===== src/rtl/qec_pkg.sv =====
// Shared definitions for the QEC repetition-code syndrome generator.
// Optional LFSR error injection is enabled with QEC_LFSR_INJECT_EN.
package qec_pkg;

  localparam logic [1:0] ST_IDLE    = 2'd0;
  localparam logic [1:0] ST_ENCODE  = 2'd1;
  localparam logic [1:0] ST_MEASURE = 2'd2;

  localparam logic [2:0] SYND_NONE = 3'b000;
  localparam logic [2:0] SYND_Q0   = 3'b011;
  localparam logic [2:0] SYND_Q1   = 3'b101;
  localparam logic [2:0] SYND_Q2   = 3'b110;

  // Fibonacci taps for x^8+x^6+x^5+x^4+1 on a left-shifting register
  localparam logic [7:0] LFSR_TAPS = 8'hB8;

  function automatic logic [2:0] syndrome_of(input logic [2:0] cw);
    syndrome_of = {cw[1] ^ cw[2], cw[0] ^ cw[2], cw[0] ^ cw[1]};
  endfunction

  function automatic logic [2:0] onehot_of(input logic [1:0] sel);
    case (sel)
      2'b00:   onehot_of = 3'b000;
      2'b01:   onehot_of = 3'b001;
      2'b10:   onehot_of = 3'b010;
      2'b11:   onehot_of = 3'b100;
      default: onehot_of = 3'b000;
    endcase
  endfunction

endpackage


===== src/rtl/qec_lfsr8.sv =====
// 8-bit Fibonacci LFSR that advances every cycle; synchronous active-low reset to seed.
module qec_lfsr8
  import qec_pkg::*;
(
  input  logic       clk,
  input  logic       rst_n,
  input  logic [7:0] seed,
  output logic [7:0] q
);

  logic [7:0] lfsr_q;
  logic [7:0] lfsr_d;

  // Shift left, feeding back the parity of the tapped bits
  always_comb begin
    lfsr_d = {lfsr_q[6:0], ^(lfsr_q & LFSR_TAPS)};
  end

  // LFSR state register
  always_ff @(posedge clk) begin
    if (!rst_n) begin
      lfsr_q <= seed;
    end else begin
      lfsr_q <= lfsr_d;
    end
  end

  assign q = lfsr_q;

endmodule


===== src/rtl/qec_syndrome_gen.sv =====
// Encodes a logical bit into a 3-qubit repetition codeword and streams ROUNDS syndromes.
// QEC_LFSR_INJECT_EN adds inj_rand and an LFSR-chosen single-qubit error.
module qec_syndrome_gen
  import qec_pkg::*;
#(
  parameter int         ROUNDS    = 3,
  parameter logic [7:0] LFSR_SEED = 8'hA5
) (
  input  logic       clk,
  input  logic       rst_n,
  input  logic       in_valid,
  output logic       in_ready,
  input  logic       in_bit,
  input  logic [2:0] err_mask,
  input  logic [2:0] meas_err,
  output logic       synd_valid,
  input  logic       synd_ready,
  output logic [2:0] syndrome,
  output logic       synd_last,
  output logic [2:0] codeword,
`ifdef QEC_LFSR_INJECT_EN
  input  logic       inj_rand,
`endif
  output logic       busy
);

  localparam int RW = $clog2(ROUNDS + 1);
  localparam logic [RW-1:0] LAST_ROUND = RW'(ROUNDS - 1);

  logic [1:0]    state_q, state_d;
  logic          in_ready_q, in_ready_d;
  logic          bit_q, bit_d;
  logic [2:0]    mask_q, mask_d;
  logic [2:0]    meas_q, meas_d;
  logic [2:0]    codeword_q, codeword_d;
  logic [RW-1:0] round_q, round_d;
  logic [2:0]    accept_mask_s;
  logic          last_s;

`ifdef QEC_LFSR_INJECT_EN
  logic [7:0] lfsr_s;

  qec_lfsr8 u_lfsr (
    .clk   (clk),
    .rst_n (rst_n),
    .seed  (LFSR_SEED),
    .q     (lfsr_s)
  );

  // Injected mask overrides err_mask when requested at acceptance
  always_comb begin
    if (inj_rand) begin
      accept_mask_s = onehot_of(lfsr_s[1:0]);
    end else begin
      accept_mask_s = err_mask;
    end
  end
`else
  logic [7:0] unused_seed_s;
  assign unused_seed_s = LFSR_SEED;

  // Without injection the caller's mask is always taken
  always_comb begin
    accept_mask_s = err_mask;
  end
`endif

  assign last_s = (round_q == LAST_ROUND);

  // Next-state and datapath update
  always_comb begin
    state_d    = state_q;
    bit_d      = bit_q;
    mask_d     = mask_q;
    meas_d     = meas_q;
    codeword_d = codeword_q;
    round_d    = round_q;
    case (state_q)
      ST_IDLE: begin
        if (in_valid && in_ready_q) begin
          bit_d   = in_bit;
          mask_d  = accept_mask_s;
          meas_d  = meas_err;
          state_d = ST_ENCODE;
        end else begin
          state_d = ST_IDLE;
        end
      end
      ST_ENCODE: begin
        codeword_d = {3{bit_q}} ^ mask_q;
        round_d    = {RW{1'b0}};
        state_d    = ST_MEASURE;
      end
      ST_MEASURE: begin
        if (synd_ready) begin
          if (last_s) begin
            state_d = ST_IDLE;
          end else begin
            round_d = round_q + RW'(1);
          end
        end else begin
          state_d = ST_MEASURE;
        end
      end
      default: begin
        state_d = ST_IDLE;
      end
    endcase
    in_ready_d = (state_d == ST_IDLE);
  end

  // State and datapath registers; in_ready stays low through reset
  always_ff @(posedge clk) begin
    if (!rst_n) begin
      state_q    <= ST_IDLE;
      in_ready_q <= 1'b0;
      bit_q      <= 1'b0;
      mask_q     <= 3'b000;
      meas_q     <= 3'b000;
      codeword_q <= 3'b000;
      round_q    <= {RW{1'b0}};
    end else begin
      state_q    <= state_d;
      in_ready_q <= in_ready_d;
      bit_q      <= bit_d;
      mask_q     <= mask_d;
      meas_q     <= meas_d;
      codeword_q <= codeword_d;
      round_q    <= round_d;
    end
  end

  // Outputs decoded from registers only; measurement error hits round 0 alone
  always_comb begin
    if (state_q == ST_MEASURE) begin
      synd_valid = 1'b1;
      synd_last  = last_s;
      if (round_q == {RW{1'b0}}) begin
        syndrome = syndrome_of(codeword_q) ^ meas_q;
      end else begin
        syndrome = syndrome_of(codeword_q);
      end
    end else begin
      synd_valid = 1'b0;
      synd_last  = 1'b0;
      syndrome   = SYND_NONE;
    end
  end

  assign in_ready = in_ready_q;
  assign codeword = codeword_q;
  assign busy     = (state_q != ST_IDLE);

endmodule


===== config.mk =====
export PLATFORM = sky130hd
export DESIGN_NAME = qec_syndrome_gen
export DESIGN_NICKNAME = d
export VERILOG_FILES = /design/src/rtl/qec_pkg.sv /design/src/rtl/qec_lfsr8.sv /design/src/rtl/qec_syndrome_gen.sv
export SDC_FILE = /design/constraint.sdc
export NUM_CORES = 1
export LEC_CHECK = 0
export CAP_MARGIN = 20
export CORE_MARGIN = 2
export CORE_UTILIZATION = 30
export CTS_CLUSTER_DIAMETER = 120
export DETAILED_ROUTE_END_ITERATION = 8
export SLEW_MARGIN = 20
export SYNTH_ARGS = -nofsm -noshare
export SYNTH_HDL_FRONTEND = slang
export SYNTH_SLANG_ARGS = --single-unit

===== constraint.sdc =====
create_clock -name clk -period 1.3 [get_ports clk]
set_input_delay 0.39 -clock clk [delete_from_list [all_inputs] [get_ports clk]]
set_output_delay 0.39 -clock clk [all_outputs]
set_load 0.02 [all_outputs]

==> metrics.cfg, run 1 <==
[place]
portBuffers=20
hpwl_um=1175
place_congestion=0.7750
place_area_um2=1115

[timing]
drv_slew=0
rsz0062_at_grt=yes
fin_crit_ns=1.666
timing.final.crit_share_pct=128.1
worstMarginPinSlew_ns=0.2027
fmax_mhz=600.3
setup_violations=8
fin_ws_ns=-0.3658
hold_violations=0
slew-limit-headroom_pct=86.45
skew_ns=0.006511

[routing]
drt_iter0_drc=2
vias=649
routed_wl_um=1565
drt-wirelength-per-cell_um=10.94
dr.pass1.iters=2
ant_nets=0
vias_per_cell=4.538
post-route-drc-count=0

[pwr]
seq_power_share_pct=48.2
power_mw=1.061
power.internal_uw=770.9
power.leakage_nw=0.4915
powerDensity_nw_per_um2=854.9
p_clk_share_pct=25.7
p_switching_uw=290.2
p_sw_share_pct=27.35
ir_worst_vdd_uv=656.4
power_frac_comb_pct=26.2

[floorplan]
coreArea_um2=2233
fp.dieW_um=52.76
start_util_pct=31.93
die_h_um=52.76
die_area_um2=2783
io-pin-count=21
fp-row-count=17

[cts]
ctsHtreeMaxLevel=1
cts_buffers=3
clkLatencyLatePin_ns=0.29
cts_sinks=15
hold_buffers=0
clock_path_buffers=2
cts_root_buf=clkbuf_4
clkTransAtPathRegs_ns=0.09
cts_tree=yes

[synthesis]
netlist_instances=72
synth.area.top_cells=dfxtp_1 (42%), xnor2_1 (11%), a22o_1 (8.6%)
synth_top_cell_by_area=dfxtp_1
synth_edf_count=0
synth_nets=86
synthArstFlopShare_pct=0
syn_area_per_cell_um2=9.905
synth_top_area_share_pct=42.11
yosysWarningCount=0
ys_seq_area_share_pct=42.11
synth.distinct_cells=23
syn-cell-area_um2=713.2
synthFlopType=dfxtp_1
ys_ff_latch=15

[global_routing]
grt_usage_pct=12.98
grt_overflow_total=0
grt_first_pass_wirelength_um=2518
grt_max_degree=9
grt_pass1_vias=592
grt_antenna_before_repair=0

[critical_path]
path_cells=inv_2 > ha_4 > nand2_1 > xnor2_1 > nor2_2 > buf_6
critPathMaxStageDelay_ns=0.33
end_kind=output pin
cp_slowest_cell=dfxtp_2
cp_max_fo=3
cp-start-kind=flop
cp.arrival_ns=1.28
critical_path_class=flop to output pin
crit_required_ns=0.91

[finish]
final_core_util_pct=55.57
final_cell_mix=buf_4 (15), buf_6 (13), clkdlybuf4s50_1 (10)
fillers=213
drive_above_1_share_pct=53.91
fin_area_um2=1241
fin_nets=130
syn2layout_area_growth_pct=74.04
layout_commonest_cell=buf_4
antenna_cells=0

[status]
status=finished with violations
violations=negative setup slack

[hold_path]
worstHoldPathType=flop to flop

[run]
cap_violations=0

[power by group through the flow]
stage	Sequential (mW)	Combinational (mW)	Clock (mW)
2_1_floorplan	0.530	0.113	0
3_3_place_gp	0.518	0.249	0
3_5_place_dp	0.519	0.250	0
4_1_cts	0.511	0.265	0.280
6_report	0.511	0.278	0.272
5_1_grt	0.514	0.299	0.305
[critical path: cells and delay by family (launching register included)]
family,cells,cell delay (ns)
flip-flops,1,0.33
buffers and inverters,2,0.21
adder cells (fa/ha/maj),1,0.14
AND/OR/NAND/NOR,2,0.12
XOR/XNOR,1,0.19
[final cells by class]
class	instances	area, um^2	share of cell area, %
tap	28	35.03	2.823
inverter	6	22.52	1.815
timing repair buffer	41	389.1	31.35
clock buffer	4	26.28	2.117
multi-input combinational	49	455.4	36.69
sequential	15	312.8	25.20
[repair_timing]
item | 4_1_cts | 5_1_grt
endpoints found under the hold margin | 0 | 0
gates resized for setup | 69 | 11
endpoints found under the setup margin | 12 | 15
pin swaps | 2 | 1
buffers inserted | 2 | 0
[final timing paths]
path / slack [ns] / cells past startpoint / startpoint / end
max: -0.37 / 6 / round_q[0] / syndrome[0]
min: 0.51 / 1 / mask_q[2] / mask_q[2]
max reg2reg: -0.01 / 6 / round_q[1] / round_q[0]
min reg2reg: 0.51 / 1 / mask_q[2] / mask_q[2]
[synthesized netlist by cell type (2+ instances only)]
master and n:
o32ai_1 2, nor2_1 6, inv_1 6, a211oi_1 3
ha_1 3, dfxtp_1 15, nand2_1 4, a21oi_1 2
xnor2_1 9, a22o_1 7, nand2b_1 3
[logic make-up (layout without fill, tap and decap cells)]
group	Yosys count	count (layout)	share of synthesized area (%)
buffers and inverters	8	51	5.438
adder cells (fa/ha/maj)	3	3	5.264
XOR/XNOR	9	9	11.05
flip-flops	15	15	42.11
AO/OA/AOI/OAI	18	18	21.58
AND/OR/NAND/NOR	19	19	14.56
[per-stage QoR]
stage	setup slack, ns	TNS [ns]	hold WS, ns	std cells
after CTS	-0.3602	-1.542	0.5073	143
after global placement	-0.4735	-4.722	0.4783	137
final	-0.3658	-1.528	0.5081	143
after global routing	-0.4326	-2.078	0.5169	143
after detailed placement	-0.5007	-5.176	0.4790	137
after floorplan	-0.02203	-0.02203	0.4420	72
[registers in the layout, indices dropped and copies added (netlist names)]
| signal | count |
|---|---|
| mask_q | 3 |
| round_q | 2 |
| state_q | 2 |
| bit_q | 1 |
| in_ready | 1 |
| codeword | 3 |
| meas_q | 3 |
[metal layers]
| layer | up-vias | GRT usage, % | wire length [um] |
|---|---|---|---|
| met5 | - | 0 | 0 |
| met4 | 0 | 8.974 | 30 |
| met3 | 4 | 2.571 | 56 |
| met2 | 15 | 20.63 | 768 |
| met1 | 290 | 15.53 | 709 |
| li1 | 340 | - | - |
No activity file was read; power rests on OpenSTA's default activity.
==> run 2, diff against run 1 <==
--- a/config.mk
+++ b/config.mk
@@ -10,7 +10,8 @@
 export CORE_UTILIZATION = 30
 export CTS_CLUSTER_DIAMETER = 120
 export DETAILED_ROUTE_END_ITERATION = 8
-export SLEW_MARGIN = 20
+export SETUP_SLACK_MARGIN = 0.4
+export SLEW_MARGIN = 10
 export SYNTH_ARGS = -nofsm -noshare
 export SYNTH_HDL_FRONTEND = slang
 export SYNTH_SLANG_ARGS = --single-unit
==> run 2 against run 1 <==
Power increased by 7.5%; largest cell class unchanged; via count is 10% higher; utilization increased by 9.0 points; flip-flop and latch count unchanged; clock skew hardly changed; clock-buffer cell count fell by 1; critical path type unchanged; the run still ends with negative setup slack left.
==> metrics.cfg, run 2 (synthesized netlist as in run 1, its figures left out) <==
[status]
status=finished with violations
violations=negative setup slack

[finish]
layout_commonest_cell=buf_6
fin_nets=138  ; +6.2%
final_cell_mix=buf_6 (20), buf_4 (18), clkdlybuf4s50_1 (9)
syn2layout_area_growth_pct=102.3
drive_above_1_share_pct=67.48  ; +14 points
antenna_cells=0  ; unchanged
fin_area_um2=1443  ; +16%
final_cells=151  ; +5.6%
final_core_util_pct=64.59  ; +9.0 points

[floorplan]
die_h_um=52.76  ; unchanged
fp.dieW_um=52.76  ; unchanged
fp-row-count=17  ; unchanged
start_util_pct=31.93  ; unchanged
io-pin-count=21  ; unchanged
die_area_um2=2783  ; unchanged
coreArea_um2=2233  ; unchanged

[run]
cap_violations=0  ; unchanged

[place]
place_ws_ns=-0.5313  ; -0.03061 ns
portBuffers=20  ; unchanged
dp_cells=140  ; +2.2%
place_congestion=0.8152  ; +5.2%
place_area_um2=1214  ; +8.9%
hpwl_um=1321  ; +12%

[critical_path]
cp-start-kind=flop
crit_path_end=syndrome[2]
critical_path_class=flop to output pin
reg2reg_depth=8  ; +2
ff2ff_setup_slack_ns=-0.06  ; -0.05 ns
crit_required_ns=0.91  ; about the same
cp_max_fo=3  ; unchanged
r2r_start=state_q[0]
reg2reg_to=meas_q[0]
cp.arrival_ns=1.26  ; -0.02 ns
end_kind=output pin
critPathLaunch=codeword[1]

[cts]
clkLatencyLatePin_ns=0.29  ; about the same
ctsHtreeMaxLevel=1  ; unchanged
hold_buffers=0  ; unchanged
cts_root_buf=clkbuf_4
clock_path_buffers=2  ; unchanged
cts_buffers=3  ; unchanged
clkTransAtPathRegs_ns=0.09  ; about the same
cts_tree=yes
cts_sinks=15  ; unchanged

[global_routing]
grt_antenna_before_repair=0  ; unchanged
grt_first_pass_wirelength_um=3153  ; +25%
grt_usage_pct=15.62  ; +2.6 points
grt_max_degree=10  ; +1
grt_pass1_vias=736  ; +24%
grt_overflow_total=0  ; unchanged

[timing]
timing.hold.ws_ns=0.5072  ; -0.0009710 ns
timing.final.crit_share_pct=127.0  ; -1.2 points
setup_tns_ns=-1.958  ; -0.4296 ns
hold_violations=0  ; unchanged
drv_slew=0  ; unchanged
setup_violations=15  ; +7
slew-limit-headroom_pct=82.16  ; -4.3 points
fin_crit_ns=1.650  ; -0.01534 ns
fin_ws_ns=-0.3504  ; +0.01533 ns
skew_ns=0.006389  ; -0.0001222 ns
fmax_mhz=605.9  ; +0.93%
worstMarginPinSlew_ns=0.2657  ; +0.06300 ns
rsz0062_at_grt=yes

[routing]
drt_iter0_drc=6  ; +4
vias_per_cell=4.735  ; +4.3%
post-route-drc-count=0  ; unchanged
dr.pass1.iters=4  ; +2
routed_wl_um=1922  ; +23%
drt-wirelength-per-cell_um=12.73  ; +16%
met1_length_um=824  ; +16%
routed-wl-met2_um=1030  ; +34%
met3_length_um=46  ; -18%
ant_nets=0  ; unchanged
highest_layer=met4
vias=715  ; +10%

[hold_path]
worstHoldPathType=flop to flop
whs_path_depth=1  ; unchanged

[pwr]
power_mw=1.141  ; +7.5%
power.leakage_nw=0.5744  ; +17%
powerDensity_nw_per_um2=791.0  ; -7.5%
ir_worst_vdd_uv=713.5  ; +8.7%

run 2: power by group:
| group | switching [mW] | internal, mW |
|---|---|---|
| Clock | 0.156 | 0.114 |
| Sequential | 0.0261 | 0.484 |
| Combinational | 0.149 | 0.212 |
| Total | 0.331 | 0.810 |
run 2: cell type report:
cell class              instances  area (um^2)
clock buffers                   3        22.52
clock inverters                 1        5.005
fillers                       179        790.8
inverters                       6        25.02
multi-input cells              49        555.5
flip-flops and latches         15        320.3
well taps                      28        35.03
repair buffers                 49        479.2
run 2: metal layers:
layer,GRT usage [%],vias to the layer above
met2,27.50,17
met4,6.838,0
met3,1.714,2
li1,-,353
met1,18.91,343
met5,0,-
run 2: worst min-delay path by stage:
| stage | end | slack (ns) | from |
|---|---|---|---|
| floorplan | meas_q[0] | 0.46 | meas_q[0] |
| global placement | mask_q[0] | 0.48 | mask_q[0] |
| detailed placement | mask_q[0] | 0.48 | mask_q[0] |
| CTS | mask_q[0] | 0.51 | mask_q[0] |
| global route | mask_q[0] | 0.53 | mask_q[0] |
| finish | mask_q[1] | 0.51 | mask_q[1] |
run 2: repair_timing:
item                       CTS  global route
setup endpoints to repair   25            25
buffers inserted             4             3
gates resized for setup     82             8
pin swaps                   15             4
run 2: critical path: stages (launching register included):
cell,delay [ns]
dfxtp_4,0.37
xnor2_1,0.26
xnor2_2,0.18
nor2_4,0.04
buf_6,0.12
